[config.mk]
export PLATFORM = sky130hd
export DESIGN_NAME = reu_xfer_seq
export DESIGN_NICKNAME = d
export VERILOG_FILES = /design/src/rtl/reu_pkg.sv /design/src/rtl/reu_xfer_seq.sv
export SDC_FILE = /design/constraint.sdc
export NUM_CORES = 1
export LEC_CHECK = 0
export ABC_AREA = 1
export BUFFER_PORTS_ARGS = -buffer_cell sky130_fd_sc_hd__buf_2
export CORE_MARGIN = 1.5
export CORE_UTILIZATION = 45
export DETAILED_ROUTE_END_ITERATION = 7
export PLACE_DENSITY = 0.86
export SLEW_MARGIN = 25
export SYNTH_ARGS = -nofsm -noshare
export SYNTH_HDL_FRONTEND = slang
export SYNTH_SLANG_ARGS = --single-unit
[constraint.sdc]
create_clock -name PHI2 -period 1.46 [get_ports PHI2]
set_clock_uncertainty 0.1 [all_clocks]
set_input_delay 0.073 -clock PHI2 [delete_from_list [all_inputs] [get_ports PHI2]]
set_output_delay 0.073 -clock PHI2 [all_outputs]
set_load 0.02 [all_outputs]
[src/rtl/reu_pkg.sv]
// Shared definitions for the REU DMA transfer sequencer.
//   - XferType encodings as carried by the register file
//   - sequencer state enum
package reu_pkg;

    typedef enum logic [1:0] {
        XFER_STASH  = 2'b00,   // C64 -> REU
        XFER_FETCH  = 2'b01,   // REU -> C64
        XFER_SWAP   = 2'b10,   // exchange, two cycles per byte
        XFER_VERIFY = 2'b11    // compare, stop on first mismatch
    } xfer_type_t;

    typedef enum logic [2:0] {
        ST_IDLE,
        ST_ARB,
        ST_XFER,
        ST_SWAP2,
        ST_DONE
    } seq_state_t;

endpackage

[src/rtl/reu_xfer_seq.sv]
// reu_xfer_seq: byte-by-byte DMA sequencer between the C64 bus and SDRAM.
//
// Ports:
//   PHI2       in   C64 phase-2 clock, all state changes on rising edge
//   RESET      in   asynchronous active-high reset
//   BA         in   bus available; 0 stalls the current cycle
//   Execute    in   start request, honoured in IDLE only
//   XferType   in   2-bit transfer kind, latched on start
//   Length1    in   remaining length is 1 (current byte is the last)
//   Match      in   SDRAM read data equals C64 data bus
//   Din        in   C64 data bus
//   DMA        out  request the C64 bus
//   nWEDMA     out  C64 write strobe, active low
//   RAMRD      out  SDRAM read command
//   RAMWR      out  SDRAM write command
//   RAMWRSel   out  SDRAM write data source: 1 = HoldD, 0 = Din
//   HoldD      out  swap holding register
//   NextCA     out  advance C64 address
//   NextREUA   out  advance REU address / decrement length
//   XferEnd    out  end-of-transfer pulse
//   VerifyErr  out  verify mismatch pulse
//   Autoload   out  autoload pulse to the register file
module reu_xfer_seq
    import reu_pkg::*;
(
    input  logic       PHI2,
    input  logic       RESET,
    input  logic       BA,
    input  logic       Execute,
    input  logic [1:0] XferType,
    input  logic       Length1,
    input  logic       Match,
    input  logic [7:0] Din,
    output logic       DMA,
    output logic       nWEDMA,
    output logic       RAMRD,
    output logic       RAMWR,
    output logic       RAMWRSel,
    output logic [7:0] HoldD,
    output logic       NextCA,
    output logic       NextREUA,
    output logic       XferEnd,
    output logic       VerifyErr,
    output logic       Autoload
);

    seq_state_t state, state_nxt;
    xfer_type_t xtype;
    logic       hold_load;

    always_ff @(posedge PHI2 or posedge RESET) begin
        if (RESET) begin
            state <= ST_IDLE;
            xtype <= XFER_STASH;
            HoldD <= 8'h00;
        end else begin
            state <= state_nxt;
            if (state == ST_IDLE && Execute)
                xtype <= xfer_type_t'(XferType);
            if (hold_load)
                HoldD <= Din;
        end
    end

    // A BA-low cycle in XFER/SWAP2 issues nothing and holds state, so the
    // same cycle replays when the VIC releases the bus.
    always_comb begin
        state_nxt = state;
        hold_load = 1'b0;
        DMA       = 1'b0;
        nWEDMA    = 1'b1;
        RAMRD     = 1'b0;
        RAMWR     = 1'b0;
        RAMWRSel  = 1'b0;
        NextCA    = 1'b0;
        NextREUA  = 1'b0;
        XferEnd   = 1'b0;
        VerifyErr = 1'b0;
        Autoload  = 1'b0;
        case (state)
            ST_IDLE: begin
                if (Execute)
                    state_nxt = ST_ARB;
            end
            ST_ARB: begin
                DMA = 1'b1;
                if (BA)
                    state_nxt = ST_XFER;
            end
            ST_XFER: begin
                DMA = 1'b1;
                if (BA) begin
                    case (xtype)
                        XFER_STASH: begin
                            RAMWR    = 1'b1;
                            NextCA   = 1'b1;
                            NextREUA = 1'b1;
                        end
                        XFER_FETCH: begin
                            RAMRD    = 1'b1;
                            nWEDMA   = 1'b0;
                            NextCA   = 1'b1;
                            NextREUA = 1'b1;
                        end
                        XFER_SWAP: begin
                            // C64 byte captured now, written to SDRAM in SWAP2
                            // while the glue drives the RAM byte onto the bus.
                            RAMRD     = 1'b1;
                            hold_load = 1'b1;
                            state_nxt = ST_SWAP2;
                        end
                        XFER_VERIFY: begin
                            RAMRD = 1'b1;
                            if (Match) begin
                                NextCA   = 1'b1;
                                NextREUA = 1'b1;
                            end else begin
                                VerifyErr = 1'b1;
                                state_nxt = ST_DONE;
                            end
                        end
                        default: ;
                    endcase
                    // Byte completes on the NextREUA cycle.
                    if (NextREUA && Length1)
                        state_nxt = ST_DONE;
                end
            end
            ST_SWAP2: begin
                DMA      = 1'b1;
                RAMWRSel = 1'b1;
                if (BA) begin
                    RAMWR     = 1'b1;
                    nWEDMA    = 1'b0;
                    NextCA    = 1'b1;
                    NextREUA  = 1'b1;
                    state_nxt = Length1 ? ST_DONE : ST_XFER;
                end
            end
            ST_DONE: begin
                XferEnd   = 1'b1;
                Autoload  = 1'b1;
                state_nxt = ST_IDLE;
            end
            default: state_nxt = ST_IDLE;
        endcase
    end

endmodule

==> results.py, run 1 <==
metrics = {
    "route": {
        "drtIter0Drc": 14,
        "remaining_antenna_violation_count": 0,
        "detailroute.via_count": 813,
        "vias_per_cell": 4.73,
        "remaining_drc_errors": 0,
        "route.final.wire_length_mm": 1.89,
        "detail_route.first_pass.iterations": 4,
        "post_drt_wl_per_cell_um": 11.0,
    },
    "logic_synthesis": {
        "top_cell_type_by_total_area_after_synthesis": "sky130_fd_sc_hd__dfrtp_1",
        "synth_top_cells_by_count": "28 x sky130_fd_sc_hd__nand2_1, 20 x sky130_fd_sc_hd__inv_1, 13 x sky130_fd_sc_hd__dfrtp_1",
        "ys_warn_count": 0,
        "synth-edff-count": 0,
        "synth_cells": 101,
        "yosysTopAreaCellShare": 0.428,
        "synth.avg_cell_area_um2": 7.53,
        "synth_sequential_area_ratio": 0.428,
        "post_synthesis_net_count": 117,
        "post_synth_instance_area_um2": 761,
        "synth.ff_latch_count": 13,
        "flip_flop_cell_with_the_highest_count_after_synthesis": "sky130_fd_sc_hd__dfrtp_1",
        "post_synth_num_cell_types": 17,
        "ys_async_sr_fraction": 1.00,
        "yosys.cell_count.top_type": "sky130_fd_sc_hd__nand2_1",
        "synth_area_leaders": "sky130_fd_sc_hd__dfrtp_1 43%, sky130_fd_sc_hd__nand2_1 14%, sky130_fd_sc_hd__inv_1 9.9%",
    },
    "clock_network": {
        "clk_path_buf_depth": 2,
        "cts_sinks": 13,
        "cts_inserted_buffers": 3,
        "tritoncts": "built",
        "clock_insertion_delay_worst_skew_ns": 0.27,
        "clk_pin_slew_worst_paths_ns": 0.08,
        "htree_num_levels": 1,
        "clk_root_buffer_cell": "sky130_fd_sc_hd__clkbuf_4",
    },
    "sta": {
        "maxSlewHeadroom": 0.681,
        "setup_ws_ns": -0.0128,
        "drv_slew": 0,
        "fin_crit_sh": 1.01,
        "setup_repair_after_global_routing_missed_its_margin": "yes",
        "timing.final.crit_period_ns": 1.47,
        "achievable-frequency_mhz": 679,
        "tightest_slew_ns": 0.478,
        "finalHoldViolCount": 0,
        "report.final.setup_viol": 2,
    },
    "floorplanning": {
        "effective_utilization_at_floorplan": 0.494,
        "die_height_um": 44.1,
        "die_area_mm2": 0.00195,
        "design.portCount": 34,
        "die_x_um": 44.1,
        "rows": 14,
        "core-area_mm2": 0.00154,
    },
    "placed_design": {
        "buffer_ports.inserted": 33,
        "placed_instance_area_um2": 926,
        "place.gp.congestion": 0.920,
        "place_ws_ns": 0.0362,
        "detailedPlacementHpwl_mm": 1.20,
    },
    "outcome": {
        "status": "complete, but fails checks",
        "violations": "setup timing",
    },
    "cells_and_area": {
        "syn_to_final_growth_pct": 54.9,
        "drive_gt1_frac": 0.429,
        "layout.nets": 173,
        "antennaDiodeCount": 0,
        "post_route_cell_area_mm2": 0.00118,
    },
    "flow_run": {
        "cap_viol_max_count": 0,
    },
    "setup_path": {
        "slowest_library_cell_on_the_worst_path": "sky130_fd_sc_hd__dfrtp_1",
        "crit_path_cell_trace": "buf_4 > nor2_1 > nor2_1 > buf_2",
        "cp.required_ns": 1.29,
        "cp_data_arrival_time_ns": 1.30,
        "critical_path.endpoint_type": "output pin",
        "critPathMaxFanout": 4,
        "critical-path-max-stage-delay_ns": 0.42,
        "crit_family": "flip-flops",
        "worstPathBufferInverterCount": 2,
        "critical_path.startpoint_type": "flop",
        "timing.critical_path.mode_cell": "sky130_fd_sc_hd__nor2_1",
        "critical_path_class": "reg -> out",
    },
    "power": {
        "peakVddDrop_uv": 1110,
        "power.static_leakage_nw": 0.689,
        "power.density_cell_area_mw_per_mm2": 1900,
        "totalPowerFinal_mw": 2.23,
    },
    "min_path": {
        "worstHoldPathType": "in -> reg",
    },
    "global_route": {
        "grt_antenna_before_repair": 0,
        "grt_start_max_net_pins": 17,
        "globalRoute.totalOverflow": 0,
        "groute.usage.overall": 0.196,
        "via_count_of_the_first_global_routing_pass": 727,
        "first_pass_grt_wire_length_mm": 2.82,
    },
}
[worst register-to-register path: stages (launching register included)]
cell and delay (ns):
sky130_fd_sc_hd__dfrtp_1 0.42, sky130_fd_sc_hd__buf_4 0.16, sky130_fd_sc_hd__nor2_1 0.22, sky130_fd_sc_hd__nand3_1 0.12, sky130_fd_sc_hd__nand2_1 0.08, sky130_fd_sc_hd__inv_1 0.06, sky130_fd_sc_hd__nand2_1 0.10, sky130_fd_sc_hd__nand2_1 0.06
sky130_fd_sc_hd__nand2_1 0.05
[where the power goes]
group	switching [mW]	total, mW	internal, mW	leakage, nW
logic	0.820	1.32	0.504	0.512
registers	0.148	0.689	0.540	0.162
clock network	0.115	0.221	0.106	0.0150
total	1.08	2.23	1.15	0.689
[flip-flops by register name, summed over array words and instances, names as in the netlist]
signal,count
HoldD,8
state,3
xtype,2
[stage by stage]
stage	hold slack, ns	utilization	std cells	setup TNS, ns
2_1_floorplan	-0.150	-	101	0
3_5_place_dp	0.0132	0.601	147	0
4_1_cts	0.0785	0.718	167	0
6_report	0.0187	0.765	172	-0.0128
3_3_place_gp	0.0104	0.601	147	0
5_1_grt	0.0295	0.765	172	-0.693
[placed cells by master, fill, tap and decap left out]
cell type	n
sky130_fd_sc_hd__buf_4	13
sky130_fd_sc_hd__nor4_2	1
sky130_fd_sc_hd__a21oi_1	3
sky130_fd_sc_hd__o21a_1	1
sky130_fd_sc_hd__nand4_4	1
sky130_fd_sc_hd__nand2_2	2
sky130_fd_sc_hd__nor2_2	3
sky130_fd_sc_hd__dlygate4sd3_1	12
sky130_fd_sc_hd__buf_6	1
sky130_fd_sc_hd__buf_2	28
sky130_fd_sc_hd__o21ai_0	3
sky130_fd_sc_hd__dfrtp_2	2
sky130_fd_sc_hd__nor2_1	7
sky130_fd_sc_hd__nor3_2	1
sky130_fd_sc_hd__inv_1	19
sky130_fd_sc_hd__nor2_4	1
sky130_fd_sc_hd__o21ai_2	8
sky130_fd_sc_hd__inv_2	2
sky130_fd_sc_hd__dfrtp_1	11
sky130_fd_sc_hd__clkbuf_1	1
sky130_fd_sc_hd__clkbuf_4	3
sky130_fd_sc_hd__nand2_1	27
sky130_fd_sc_hd__nand3_1	5
sky130_fd_sc_hd__nand3_2	1
[cell families after synthesis]
logic type,after synthesis,share of synthesized area
flops,13,0.428
simple gates,49,0.293
buf+inv,24,0.138
compound gates,15,0.141
[layer usage]
metal | GRT usage | up-vias | part of all wire
met3 | 0.0367 | 2 | 0.067
met2 | 0.347 | 38 | 0.51
met1 | 0.226 | 358 | 0.42
met5 | 0 | - | 0
li1 | - | 415 | -
met4 | 0.0909 | 0 | 0.0048
[path summary, 6_finish.rpt]
kind                                 startpoint                   end  slack (ns)  cells after the start
max                        state[1]$_DFFE_PP0P_                   DMA       -0.01                      4
min                                     Execute  xtype[0]$_DFFE_PP0P_        0.02                      3
max reg2reg                state[1]$_DFFE_PP0P_  state[0]$_DFFE_PP0P_        0.04                      8
min reg2reg                HoldD[6]$_DFFE_PP0P_  HoldD[6]$_DFFE_PP0P_        0.39                      2
max in group asynchronous                 RESET  xtype[1]$_DFFE_PP0P_        0.64                      3
min in group asynchronous                 RESET  HoldD[7]$_DFFE_PP0P_        0.27                      3
[timing repair]
item	4_1_cts	5_1_grt
resized for setup	2	13
buffers inserted	4	5
hold endpoints to repair	24	0
endpoints found under the setup margin	5	12
hold buffers	12	0
gates cloned	0	0
pin swaps	0	0
[cell type report]
class                           instances  area, um2
Tap cell                               16       20.0
Multi-Input combinational cell         64        357
Inverter                               21       78.8
Timing Repair Buffer                   54        369
Sequential cell                        13        328
Clock buffer                            4       26.3
Fill cell                             117        363
Note: power is estimated with default switching activity, not from simulation.
==> run 2: changes to the inputs <==
--- a/config.mk
+++ b/config.mk
@@ -5,12 +5,11 @@
 export SDC_FILE = /design/constraint.sdc
 export NUM_CORES = 1
 export LEC_CHECK = 0
-export ABC_AREA = 1
 export BUFFER_PORTS_ARGS = -buffer_cell sky130_fd_sc_hd__buf_2
 export CORE_MARGIN = 1.5
 export CORE_UTILIZATION = 45
 export DETAILED_ROUTE_END_ITERATION = 7
-export PLACE_DENSITY = 0.86
+export PLACE_DENSITY = 0.85
 export SLEW_MARGIN = 25
 export SYNTH_ARGS = -nofsm -noshare
 export SYNTH_HDL_FRONTEND = slang
==> run 2 against run 1 <==
Synthesized cell count shrank 39%. The run now fails in global routing. Synthesized area down 2.1%.
==> results.py, run 2 <==
metrics = {
    "logic_synthesis": {
        "yosys.cell_count.top_type": "sky130_fd_sc_hd__dfrtp_1",
        "synth.ff_latch_count": 13,
        "synth-edff-count": 0,
        "synth.avg_cell_area_um2": 12.0,
        "synth_area_leaders": "sky130_fd_sc_hd__dfrtp_1 44%, sky130_fd_sc_hd__mux2_4 16%, sky130_fd_sc_hd__mux2_2 4.5%",
        "top_cell_type_by_total_area_after_synthesis": "sky130_fd_sc_hd__dfrtp_1",
        "synth_sequential_area_ratio": 0.437,
        "post_synth_num_cell_types": 29,
        "ys_warn_count": 0,
        "flip_flop_cell_with_the_highest_count_after_synthesis": "sky130_fd_sc_hd__dfrtp_1",
        "post_synth_instance_area_um2": 744,
        "synth_top_cells_by_count": "13 x sky130_fd_sc_hd__dfrtp_1, 8 x sky130_fd_sc_hd__mux2_4, 4 x sky130_fd_sc_hd__nor2_1",
        "post_synthesis_net_count": 78,
        "ys_async_sr_fraction": 1.00,
        "yosysTopAreaCellShare": 0.437,
        "synth_cells": 62,
    },
    "outcome": {
        "first-error": "[ERROR DPL-0033] detailed placement checks failed during check placement.",
        "haltStage": "global routing",
        "status": "aborted with a tool error",
    },
    "floorplanning": {
        "die_height_um": 43.7,
        "effective_utilization_at_floorplan": 0.489,
        "rows": 14,
        "design.portCount": 34,
        "die_x_um": 43.7,
    },
    "sta": {
        "worst-endpoint-pin-kind": "top-level output",
        "worstEndpointGrtRepair": "VerifyErr",
    },
    "placed_design": {
        "detailedPlacementHpwl_mm": 1.41,
        "post-place-cells": 121,
        "buffer_ports.inserted": 33,
        "place.gp.congestion": 0.782,
    },
    "clock_network": {
        "cts_inserted_buffers": 3,
        "cts_sinks": 13,
        "clk_path_buf_depth": 2,
        "clk_root_buffer_cell": "sky130_fd_sc_hd__clkbuf_4",
        "htree_num_levels": 1,
    },
    "global_route": {
        "grt_start_max_net_pins": 14,
        "grt_antenna_before_repair": 0,
    },
}
==> run 2: changes by cell type after synthesis, sizes merged, moves of 6 or more <==
cell / delta
inv: -18
mux2: +12
nand2: -29
nand3: -6
nor2: -7
o21ai: -11
==> run 2: timing repair <==
action,4_1_cts
setup endpoints to repair,23
pin swaps,4
setup buffers,6
hold buffers,11
gates resized for setup,37
hold endpoints to repair,23
==> run 2: per-stage QoR <==
step | hold WS [ns] | instance area (um2) | setup slack [ns]
detailed placement | 0.0164 | 1020 | -0.324
global placement | -0.00323 | 1020 | -0.262
floorplan | -0.150 | 754 | -0.207
CTS | 0.142 | 1350 | -0.211
==> run 2: logic make-up after synthesis <==
| group | count (synthesis) | synth area share |
|---|---|---|
| simple gates | 19 | 0.171 |
| mux | 13 | 0.235 |
| flops | 13 | 0.437 |
| compound gates | 9 | 0.0958 |
| buf+inv | 8 | 0.0605 |
==> run 3: changes to the inputs <==
--- a/config.mk
+++ b/config.mk
@@ -6,10 +6,10 @@
 export NUM_CORES = 1
 export LEC_CHECK = 0
 export BUFFER_PORTS_ARGS = -buffer_cell sky130_fd_sc_hd__buf_2
-export CORE_MARGIN = 1.5
-export CORE_UTILIZATION = 45
+export CORE_AREA = 2 2 63 65
 export DETAILED_ROUTE_END_ITERATION = 7
-export PLACE_DENSITY = 0.85
+export DIE_AREA = 0 0 65 67
+export PLACE_DENSITY_LB_ADDON = 0.15
 export SLEW_MARGIN = 25
 export SYNTH_ARGS = -nofsm -noshare
 export SYNTH_HDL_FRONTEND = slang
==> run 3 against run 2 <==
Synthesized cell count stayed put. Synthesized area did not move. The flow now finishes, with violations (setup timing).
==> results.py, run 3 <==
metrics = {
    "power": {
        "peakVddDrop_uv": 776,
        "power.density_cell_area_mw_per_mm2": 2110,
        "power.static_leakage_nw": 0.722,
    },
    "floorplanning": {
        "die_x_um": 65,
        "die_area_mm2": 0.00436,
        "core-area_mm2": 0.00361,
        "effective_utilization_at_floorplan": 0.206,
        "design.portCount": 34,
        "rows": 22,
        "die_height_um": 67,
    },
    "setup_path": {
        "timing.reg2reg.worst_path_depth": 3,
        "cp.required_ns": 1.47,
        "regToRegEndpoint": "HoldD[3]$_DFFE_PP0P_",
        "critical_path_class": "reg -> reg",
        "worst_r2r_startpoint": "state[0]$_DFFE_PP0P_",
        "critical_path.endpoint_type": "flop",
        "critPathMaxFanout": 8,
        "critical-path-max-stage-delay_ns": 0.41,
        "cp_data_arrival_time_ns": 1.67,
        "crit_path_cell_trace": "or3b_1 > or2_4 > mux2_4",
        "worstPathBufferInverterCount": 0,
        "critical_path.startpoint_type": "flop",
        "slowest_library_cell_on_the_worst_path": "sky130_fd_sc_hd__or3b_1",
        "crit_family": "simple AND/OR/NAND/NOR gates",
        "r2r_slack_ns": -0.20,
    },
    "cells_and_area": {
        "fin_cells": 179,
        "post_route_cell_area_mm2": 0.00142,
        "top_library_cells_by_usage_in_the_layout_fill_and_taps_aside": "26 x sky130_fd_sc_hd__buf_2, 18 x sky130_fd_sc_hd__buf_4, 15 x sky130_fd_sc_hd__buf_6",
        "biggestRegsByFlops": "HoldD: 8 flops, state: 3 flops, xtype: 2 flops",
        "largest_register": "HoldD",
        "layout.nets": 148,
        "syn_to_final_growth_pct": 91.1,
        "drive_gt1_frac": 0.626,
        "antennaDiodeCount": 0,
        "most_common_cell_after_layout_fill_and_taps_aside": "sky130_fd_sc_hd__buf_2",
        "number_of_flip_flops_under_the_largest_register_name": 8,
    },
    "logic_synthesis": {
        "synth_area_leaders": "sky130_fd_sc_hd__dfrtp_1 44%, sky130_fd_sc_hd__mux2_4 16%, sky130_fd_sc_hd__mux2_2 4.5%",
        "synth_cells": 62,
        "post_synthesis_net_count": 78,
        "synth-edff-count": 0,
        "yosysTopAreaCellShare": 0.437,
        "yosys.cell_count.top_type": "sky130_fd_sc_hd__dfrtp_1",
        "ys_async_sr_fraction": 1.00,
        "synth.ff_latch_count": 13,
        "top_cell_type_by_total_area_after_synthesis": "sky130_fd_sc_hd__dfrtp_1",
        "ys_warn_count": 0,
        "synth_top_cells_by_count": "13 x sky130_fd_sc_hd__dfrtp_1, 8 x sky130_fd_sc_hd__mux2_4, 4 x sky130_fd_sc_hd__nor2_1",
        "synth_sequential_area_ratio": 0.437,
        "post_synth_instance_area_um2": 744,
        "post_synth_num_cell_types": 29,
        "synth.avg_cell_area_um2": 12.0,
        "flip_flop_cell_with_the_highest_count_after_synthesis": "sky130_fd_sc_hd__dfrtp_1",
    },
    "clock_network": {
        "clk_path_buf_depth": 2,
        "cts_sinks": 13,
        "tritoncts": "built",
        "htree_num_levels": 1,
        "clk_root_buffer_cell": "sky130_fd_sc_hd__clkbuf_8",
        "cts_inserted_buffers": 3,
        "clk_pin_slew_worst_paths_ns": 0.05,
        "clock_insertion_delay_worst_skew_ns": 0.23,
    },
    "route": {
        "vias_per_cell": 4.03,
        "post_drt_wl_per_cell_um": 11.0,
        "route.final.wire_length_mm": 1.97,
        "detail_route.first_pass.iterations": 2,
        "drtIter0Drc": 10,
        "remaining_antenna_violation_count": 0,
        "remaining_drc_errors": 0,
        "detailroute.via_count": 722,
    },
    "global_route": {
        "groute.usage.overall": 0.0933,
        "globalRoute.totalOverflow": 0,
        "via_count_of_the_first_global_routing_pass": 749,
        "grt_antenna_before_repair": 0,
        "grt_start_max_net_pins": 14,
        "first_pass_grt_wire_length_mm": 3.21,
    },
    "sta": {
        "setup_ws_ns": -0.196,
        "report.final.setup_viol": 23,
        "tns_ns": -2.68,
        "setup_repair_after_global_routing_missed_its_margin": "yes",
        "maxSlewHeadroom": 0.685,
        "fin_crit_sh": 1.13,
        "hold_ws_ns": 0.196,
        "finalHoldViolCount": 0,
        "achievable-frequency_mhz": 604,
        "timing.final.crit_period_ns": 1.66,
        "drv_slew": 0,
        "tightest_slew_ns": 0.472,
    },
    "outcome": {
        "status": "complete, but fails checks",
        "violations": "setup timing",
    },
    "placed_design": {
        "place.gp.congestion": 0.686,
        "detailedPlacementHpwl_mm": 1.38,
        "buffer_ports.inserted": 33,
        "place_ws_ns": -0.322,
        "placed_instance_area_mm2": 0.00106,
        "post-place-cells": 153,
    },
    "min_path": {
        "min_delay_path_depth": 3,
        "hp-start": "Execute",
        "worst_hold_path.endpoint": "xtype[1]$_DFFE_PP0P_",
        "worstHoldPathType": "in -> reg",
    },
    "flow_run": {
        "cap_viol_max_count": 0,
    },
}
[run 3: cell counts after synthesis]
Identical to the previous run, type by type.
[run 3: final cells by class]
class,count,area [um2]
clock buffer,4,45.0
fill,364,2180
inverter,3,11.3
multi-input combinational,41,437
sequential,13,325
tap,48,60.1
timing repair buffer,70,544
[run 3: repair_timing]
item | CTS | global route
setup endpoints to repair | 21 | 23
hold endpoints to repair | 23 | 0
gates cloned | 0 | 0
setup buffers | 6 | 5
pin swaps | 2 | 3
hold buffers | 11 | 0
resized for setup | 15 | 18
[run 3: per-stage QoR]
| step | total power [mW] | utilization |
|---|---|---|
| final | 3.00 | 0.395 |
| after CTS | 2.76 | 0.364 |
| after detailed placement | 2.21 | 0.294 |
| after global placement | 2.22 | 0.294 |
| after global routing | 3.21 | 0.395 |
| after floorplan | 1.62 | - |
[run 3: worst max path at each step]
stage | from | to | slack, ns | cells after the start
floorplan | state[2]$_DFFE_PP0P_ | state[1]$_DFFE_PP0P_ | -0.21 | 3
global placement | state[0]$_DFFE_PP0P_ | HoldD[0]$_DFFE_PP0P_ | -0.28 | 3
detailed placement | state[0]$_DFFE_PP0P_ | HoldD[3]$_DFFE_PP0P_ | -0.32 | 3
CTS | state[0]$_DFFE_PP0P_ | state[1]$_DFFE_PP0P_ | -0.18 | 4
global route | state[0]$_DFFE_PP0P_ | HoldD[5]$_DFFE_PP0P_ | -0.23 | 3
finish | state[0]$_DFFE_PP0P_ | HoldD[3]$_DFFE_PP0P_ | -0.20 | 3
[run 3: where the power goes]
part           switching (mW)  internal [mW]
sequential              0.110          0.539
clock                   0.110          0.191
combinational           0.895           1.16
total                    1.12           1.89
[run 3: logic make-up after synthesis]
family | share of synthesized area
and+or+nand+nor | 0.171
AOI/OAI and AO/OA | 0.0958
muxes | 0.235
buffers and inverters | 0.0605
DFF | 0.437
[run 3: metal layers]
metal  wire length, um  track usage  up-vias
li1                  -            -      358
met1               877        0.122      342
met2              1000        0.166       22
met3                92       0.0118        0
met4                 0       0.0160        0
met5                 0            0        -
[run 3: tightest hold or removal path: stages]
cell and delay (ns):
sky130_fd_sc_hd__buf_2 0.09, sky130_fd_sc_hd__and3_4 0.19, sky130_fd_sc_hd__mux2_2 0.15
